### src/rtl/twoof5_pkg.sv
// twoof5_pkg
// Shared definitions for the serial 2-of-5 receiver:
//   - the ten 7-4-2-1-0 codewords (bit4..bit0 = weights 7,4,2,1,0)
//   - the digit reported on a code error
//   - the receiver FSM state enumeration
package twoof5_pkg;

  typedef enum logic {
    ST_IDLE  = 1'b0,
    ST_SHIFT = 1'b1
  } state_t;

  localparam logic [3:0] BCD_ERR = 4'hF;

  // Digit 0 has no weight sum of 0 in 7-4-2-1-0, so it takes 7+4 = 11000.
  localparam logic [4:0] CODE_0 = 5'b11000;
  localparam logic [4:0] CODE_1 = 5'b00011;
  localparam logic [4:0] CODE_2 = 5'b00101;
  localparam logic [4:0] CODE_3 = 5'b00110;
  localparam logic [4:0] CODE_4 = 5'b01001;
  localparam logic [4:0] CODE_5 = 5'b01010;
  localparam logic [4:0] CODE_6 = 5'b01100;
  localparam logic [4:0] CODE_7 = 5'b10001;
  localparam logic [4:0] CODE_8 = 5'b10010;
  localparam logic [4:0] CODE_9 = 5'b10100;

endpackage

### src/rtl/twoof5_decode.sv
// twoof5_decode
// Combinational 2-of-5 (7-4-2-1-0) to BCD decoder.
// Ports:
//   code  in  [4:0]  codeword, bit4 = weight 7
//   digit out [3:0]  decoded digit, BCD_ERR when code is not one of the ten
//   err   out        1 when code is not one of the ten codewords
module twoof5_decode
  import twoof5_pkg::*;
(
  input  logic [4:0] code,
  output logic [3:0] digit,
  output logic       err
);

  always_comb begin
    digit = BCD_ERR;
    err   = 1'b1;
    case (code)
      CODE_0: begin digit = 4'd0; err = 1'b0; end
      CODE_1: begin digit = 4'd1; err = 1'b0; end
      CODE_2: begin digit = 4'd2; err = 1'b0; end
      CODE_3: begin digit = 4'd3; err = 1'b0; end
      CODE_4: begin digit = 4'd4; err = 1'b0; end
      CODE_5: begin digit = 4'd5; err = 1'b0; end
      CODE_6: begin digit = 4'd6; err = 1'b0; end
      CODE_7: begin digit = 4'd7; err = 1'b0; end
      CODE_8: begin digit = 4'd8; err = 1'b0; end
      CODE_9: begin digit = 4'd9; err = 1'b0; end
      default: begin digit = BCD_ERR; err = 1'b1; end
    endcase
  end

endmodule

### src/rtl/twoof5_serial_rx.sv
// twoof5_serial_rx
// Serial 2-of-5 receiver: collects 5-bit codewords MSB first and reports the
// decoded BCD digit one cycle after the last bit.
// Ports:
//   clk        in               clock, rising edge
//   rst_n      in               asynchronous active-low reset
//   sin_valid  in               sin_data/sof qualify this cycle
//   sin_data   in               serial codeword bit, weight-7 bit first
//   sof        in               first bit of a codeword (with sin_valid)
//   clr_cnt    in               synchronous clear of err_cnt (beats an error)
//   bcd_out    out [3:0]        decoded digit, 4'hF on error; held between pulses
//   bcd_valid  out              one-cycle pulse per completed or aborted frame
//   code_err   out              one-cycle pulse with bcd_valid on error/abort
//   err_cnt    out [ERR_CNT_W]  saturating count of code_err pulses
//   dbg_state  out              current FSM state
//
// Input qualification: the input side has no back-pressure. A bit is consumed
// on every rising edge where sin_valid=1; sof is only looked at in such cycles.
// sin_valid=0 cycles hold all state, so gaps of any length are allowed.
// Outputs are push-only: bcd_valid is a single-cycle pulse with no ready.
module twoof5_serial_rx
  import twoof5_pkg::*;
#(
  parameter int ERR_CNT_W = 8
) (
  input  logic                 clk,
  input  logic                 rst_n,
  input  logic                 sin_valid,
  input  logic                 sin_data,
  input  logic                 sof,
  input  logic                 clr_cnt,
  output logic [3:0]           bcd_out,
  output logic                 bcd_valid,
  output logic                 code_err,
  output logic [ERR_CNT_W-1:0] err_cnt,
  output state_t               dbg_state
);

  localparam logic [ERR_CNT_W-1:0] CNT_ONE = {{(ERR_CNT_W-1){1'b0}}, 1'b1};

  state_t               state_q, state_d;
  logic [2:0]           cnt_q, cnt_d;
  logic [4:0]           sr_q, sr_d;
  logic [3:0]           bcd_out_q, bcd_out_d;
  logic                 bcd_valid_q, bcd_valid_d;
  logic                 code_err_q, code_err_d;
  logic [ERR_CNT_W-1:0] err_cnt_q, err_cnt_d;

  // Word as it will look once the current bit is shifted in; decoding this
  // directly lets the result be registered on the edge of the 5th bit.
  logic [4:0] word_next;
  logic [3:0] dec_digit;
  logic       dec_err;

  assign word_next = {sr_q[3:0], sin_data};

  twoof5_decode u_decode (
    .code  (word_next),
    .digit (dec_digit),
    .err   (dec_err)
  );

  always_comb begin
    state_d     = state_q;
    cnt_d       = cnt_q;
    sr_d        = sr_q;
    bcd_out_d   = bcd_out_q;
    bcd_valid_d = 1'b0;
    code_err_d  = 1'b0;

    case (state_q)
      ST_IDLE: begin
        // Bits without sof are not part of any frame and are dropped.
        if (sin_valid && sof) begin
          sr_d    = {4'b0000, sin_data};
          cnt_d   = 3'd1;
          state_d = ST_SHIFT;
        end
      end
      ST_SHIFT: begin
        if (sin_valid) begin
          if (sof) begin
            // Abort: flag the partial frame, start a new one with this bit.
            bcd_valid_d = 1'b1;
            code_err_d  = 1'b1;
            bcd_out_d   = BCD_ERR;
            sr_d        = {4'b0000, sin_data};
            cnt_d       = 3'd1;
          end else begin
            sr_d  = word_next;
            cnt_d = cnt_q + 3'd1;
            if (cnt_q == 3'd4) begin
              state_d     = ST_IDLE;
              bcd_valid_d = 1'b1;
              bcd_out_d   = dec_digit;
              code_err_d  = dec_err;
            end
          end
        end
      end
      default: begin
        state_d = ST_IDLE;
        cnt_d   = 3'd0;
      end
    endcase

    // Counts the visible code_err pulse; clr_cnt wins when both are present.
    err_cnt_d = err_cnt_q;
    if (clr_cnt) begin
      err_cnt_d = '0;
    end else if (code_err_q && (err_cnt_q != {ERR_CNT_W{1'b1}})) begin
      err_cnt_d = err_cnt_q + CNT_ONE;
    end
  end

  always_ff @(posedge clk or negedge rst_n) begin
    if (!rst_n) begin
      state_q     <= ST_IDLE;
      cnt_q       <= 3'd0;
      sr_q        <= 5'd0;
      bcd_out_q   <= 4'h0;
      bcd_valid_q <= 1'b0;
      code_err_q  <= 1'b0;
      err_cnt_q   <= '0;
    end else begin
      state_q     <= state_d;
      cnt_q       <= cnt_d;
      sr_q        <= sr_d;
      bcd_out_q   <= bcd_out_d;
      bcd_valid_q <= bcd_valid_d;
      code_err_q  <= code_err_d;
      err_cnt_q   <= err_cnt_d;
    end
  end

  assign bcd_out   = bcd_out_q;
  assign bcd_valid = bcd_valid_q;
  assign code_err  = code_err_q;
  assign err_cnt   = err_cnt_q;
  assign dbg_state = state_q;

endmodule

### config.mk
export PLATFORM = sky130hd
export DESIGN_NAME = twoof5_serial_rx
export DESIGN_NICKNAME = d
export VERILOG_FILES = /design/src/rtl/twoof5_pkg.sv /design/src/rtl/twoof5_decode.sv /design/src/rtl/twoof5_serial_rx.sv
export SDC_FILE = /design/constraint.sdc
export NUM_CORES = 1
export LEC_CHECK = 0
export CAP_MARGIN = 25
export CORE_ASPECT_RATIO = 1.1
export CORE_MARGIN = 2
export CORE_UTILIZATION = 30
export CTS_CLUSTER_SIZE = 12
export DETAILED_ROUTE_END_ITERATION = 8
export PLACE_DENSITY = 0.53
export SLEW_MARGIN = 20
export SYNTH_ARGS = -nofsm -noshare
export SYNTH_HDL_FRONTEND = slang
export SYNTH_SLANG_ARGS = --single-unit
### constraint.sdc
create_clock -name clk -period 2.2 [get_ports clk]
set_input_delay 0.44 -clock clk [delete_from_list [all_inputs] [get_ports clk]]
set_output_delay 0.44 -clock clk [all_outputs]
set_load 0.01 [all_outputs]
==> results of run 1 <==
[worst min path at each step]
| stage | to | startpoint | slack, ns |
|---|---|---|---|
| 2_1_floorplan | bcd_out[0]$_DFFE_PN0P_ | rst_n | 0.14 |
| 3_3_place_gp | bcd_out[3]$_DFFE_PN0P_ | bcd_out[3]$_DFFE_PN0P_ | 0.48 |
| 3_5_place_dp | bcd_out[3]$_DFFE_PN0P_ | bcd_out[3]$_DFFE_PN0P_ | 0.48 |
| 4_1_cts | bcd_out[3]$_DFFE_PN0P_ | bcd_out[3]$_DFFE_PN0P_ | 0.50 |
| 5_1_grt | bcd_out[3]$_DFFE_PN0P_ | bcd_out[3]$_DFFE_PN0P_ | 0.54 |
| 6_report | bcd_out[3]$_DFFE_PN0P_ | bcd_out[3]$_DFFE_PN0P_ | 0.49 |
[flip-flops by register name, indices dropped and copies added (netlist names)]
| name | cells |
|---|---|
| bcd_out | 4 |
| code_err | 1 |
| err_cnt | 8 |
| cnt_q | 3 |
| sr_q | 4 |
| dbg_state | 1 |
| bcd_valid | 1 |
[cell families (layout without fill, tap and decap cells)]
group / count (synthesis) / after routing / synth area share [%]
buffers and inverters: 13 / 37 / 4.491
multiplexers: 8 / 8 / 7.324
flip-flops: 22 / 22 / 42.97
AO/OA/AOI/OAI: 37 / 37 / 19.34
adder cells (fa/ha/maj): 8 / 8 / 7.813
XOR/XNOR: 2 / 2 / 1.367
AND/OR/NAND/NOR: 41 / 41 / 16.70
[power by group through the flow]
stage / sequential, mW / combinational (mW) / clock [mW]
after CTS: 0.545 / 0.357 / 0.386
after global placement: 0.549 / 0.345 / 0
after global routing: 0.557 / 0.395 / 0.407
final: 0.545 / 0.352 / 0.374
after floorplan: 0.531 / 0.236 / 0
after detailed placement: 0.553 / 0.355 / 0
[through the flow]
| step | utilization, % | power (mW) |
|---|---|---|
| after floorplan | - | 0.7668 |
| after global placement | 38.87 | 0.8944 |
| after detailed placement | 38.87 | 0.9082 |
| after CTS | 40.64 | 1.287 |
| after global routing | 40.64 | 1.359 |
| final | 40.64 | 1.271 |
[layer usage]
metal	global-route usage [%]	wire, µm	vias up
met5	0	0	-
met4	4.535	44	0
met3	1.395	96	5
met2	19.89	1237	20
met1	15.43	1301	493
li1	-	-	527
[synth_stat cells]
library cell,n
o21ai_0,8
o21bai_1,1
o22a_1,2
xor2_1,2
nand3b_1,1
a22o_1,1
nor2_1,10
clkbuf_1,4
inv_1,6
buf_2,1
o21a_1,1
mux2i_1,6
and2_1,2
a31oi_1,4
o2bb2ai_1,4
a32o_1,1
and4_1,1
a221oi_1,1
buf_6,1
buf_1,1
mux2_2,1
o22ai_1,1
a311oi_1,2
nor3_1,3
nand2b_1,3
a2bb2oi_1,1
mux4_2,1
dfrtp_1,22
and3b_1,1
nor2b_1,3
nand4_1,1
a21oi_1,8
nand3_1,5
o211ai_1,1
ha_1,8
a211oi_1,1
nand2_1,6
and3_1,4
nor3b_1,1
[area by class of cell]
class | count | area [µm²]
inverters | 6 | 22.52
well taps | 52 | 65.06
clock inverters | 1 | 30.03
repair buffers | 27 | 252.7
flip-flops and latches | 22 | 550.5
fillers | 414 | 2389
clock buffers | 3 | 41.29
multi-input cells | 96 | 673.1
==> run metrics, run 1 <==
outcome=complete, no violations; number of global-route vias before repair=1,015; TritonCTS Buffers=3; ratio of total power to cell area=776.9 mW/mm²; r2r setup slk=0.44 ns; combinational power share=27.7%; Synth top area share=42.97%; Placed Cells=203; crit end category=flop; Critical Path RT=2.35 ns; relative slew slack=69.20%; Worst setup SP type=input pin; Synth area leader=dfrtp_1; global-route wire length before repair=4540 µm; setup TNS=0 ns; cells on worst reg2reg path=6; FMAX=514.1 MHz; n_diodes=0; Initial Util=31.84%; Max rail drop VDD=0.3835 mV; Worst path slowest cell=clkdlybuf4s50_1; Die X=66.31 µm; post-detail-place hpwl=2065 µm; Tightest Hold Check Type=reg -> reg; worst slack at placement=-0.02055 ns; hold_buf cts=0; Switching Share=29.96%; register area share after synthesis=42.97%; Final Hold Viols=0; share of cells above drive strength 1=8.387%; reg2reg end=code_err$_DFF_PN0_; min cycle time layout=1.945 ns; Final Skew=0.002136 ns; share of power burned in the clock network=29.4%; Sink Count=22; Critical Path AT=2.10 ns; Residual DRC=0; delay-heaviest family, CP=multiplexers; die area=0.004810 mm²; max-cap violation count=0; CTS resizes=0; CP Cell Sequence=clkdlybuf4s50_1 -> inv_1 -> ha_1 -> mux2i_1 -> mux4_2 -> a31oi_1 -> nor2_1; Synth Instances=131; Setup Fix Bufs, Post-CTS=0; Placed Area=0.001564 mm²; Yosys Warn Count=0; Placer Congestion=0.7725; Setup CP Type=in -> reg; Worst-Skew Late Latency=0.26 ns; GR Overflow Total=0; Std-Cell Core Area=0.004024 mm²; Mapped Nets=145; most common cell after layout, fill and taps aside=dfrtp_1; Flop pwr share=42.9%; final cell count without fillers=207; Critical path origin=sin_data; clock root buffer=clkbuf_8; clock transition at the registers of the reported paths=0.08 ns; drt first pass iters=4; ANT nets after route=0; number of H-tree levels=1; Setup violations, final=0; Vias=1,045; drt via density=5.048; nets@finish=170; Area contributors post-synth=dfrtp_1 43%, ha_1 7.8%, mux2i_1 4.7%; post-synthesis register bit count=22; RSZ-0062 raised after global routing=false; WHS=0.4946 ns; CTS tree=built; CP peak stage delay=0.47 ns; Int Power=0.8899 mW; average cell area after synthesis=9.780 µm²; Slew @ Worst Pin=0.4621 ns; drt total wl=2680 µm; crit path capture=code_err$_DFF_PN0_; setup ws final=0.2547 ns; WL per Instance=12.95 µm; largest net degree at the start of global routing=23; CP Depth=7; worst hold stages=1; most frequent cells in the layout=22 x dfrtp_1, 20 x clkdlybuf4s50_1, 10 x nor2_1; Post-Syn Area=0.001281 mm²; die span in y=72.54 µm; Total GRT Usage=11.81%; Worst Path Buf+Inv=2; Period Utilization, post-route=88.42%; leakage=0.6945 nW; synth unique cells=39; Rows=24; # port buffers=20; Iter 0 DRT Violations=84; Top-Level Pins=21; crit-path max FO=4; antenna violations before repair=0; reg2reg start=sr_q[0]$_DFFE_PN0P_; switching power=0.3807 mW; Max Slew Vio Count=0; clock tree buffer depth=2; fin area=0.001635 mm²; Layout area overhead=27.64%
Power figures use the tool's default switching activity.
==> run 2, diff against run 1 <==
--- a/config.mk
+++ b/config.mk
@@ -11,7 +11,9 @@
 export CORE_UTILIZATION = 30
 export CTS_CLUSTER_SIZE = 12
 export DETAILED_ROUTE_END_ITERATION = 8
+export HOLD_SLACK_MARGIN = 0.15
 export PLACE_DENSITY = 0.53
+export SKIP_CTS_REPAIR_TIMING = 1
 export SLEW_MARGIN = 20
 export SYNTH_ARGS = -nofsm -noshare
 export SYNTH_HDL_FRONTEND = slang
==> results of run 2 <==
Final layout, timing and power as in run 1 (identical DEF).
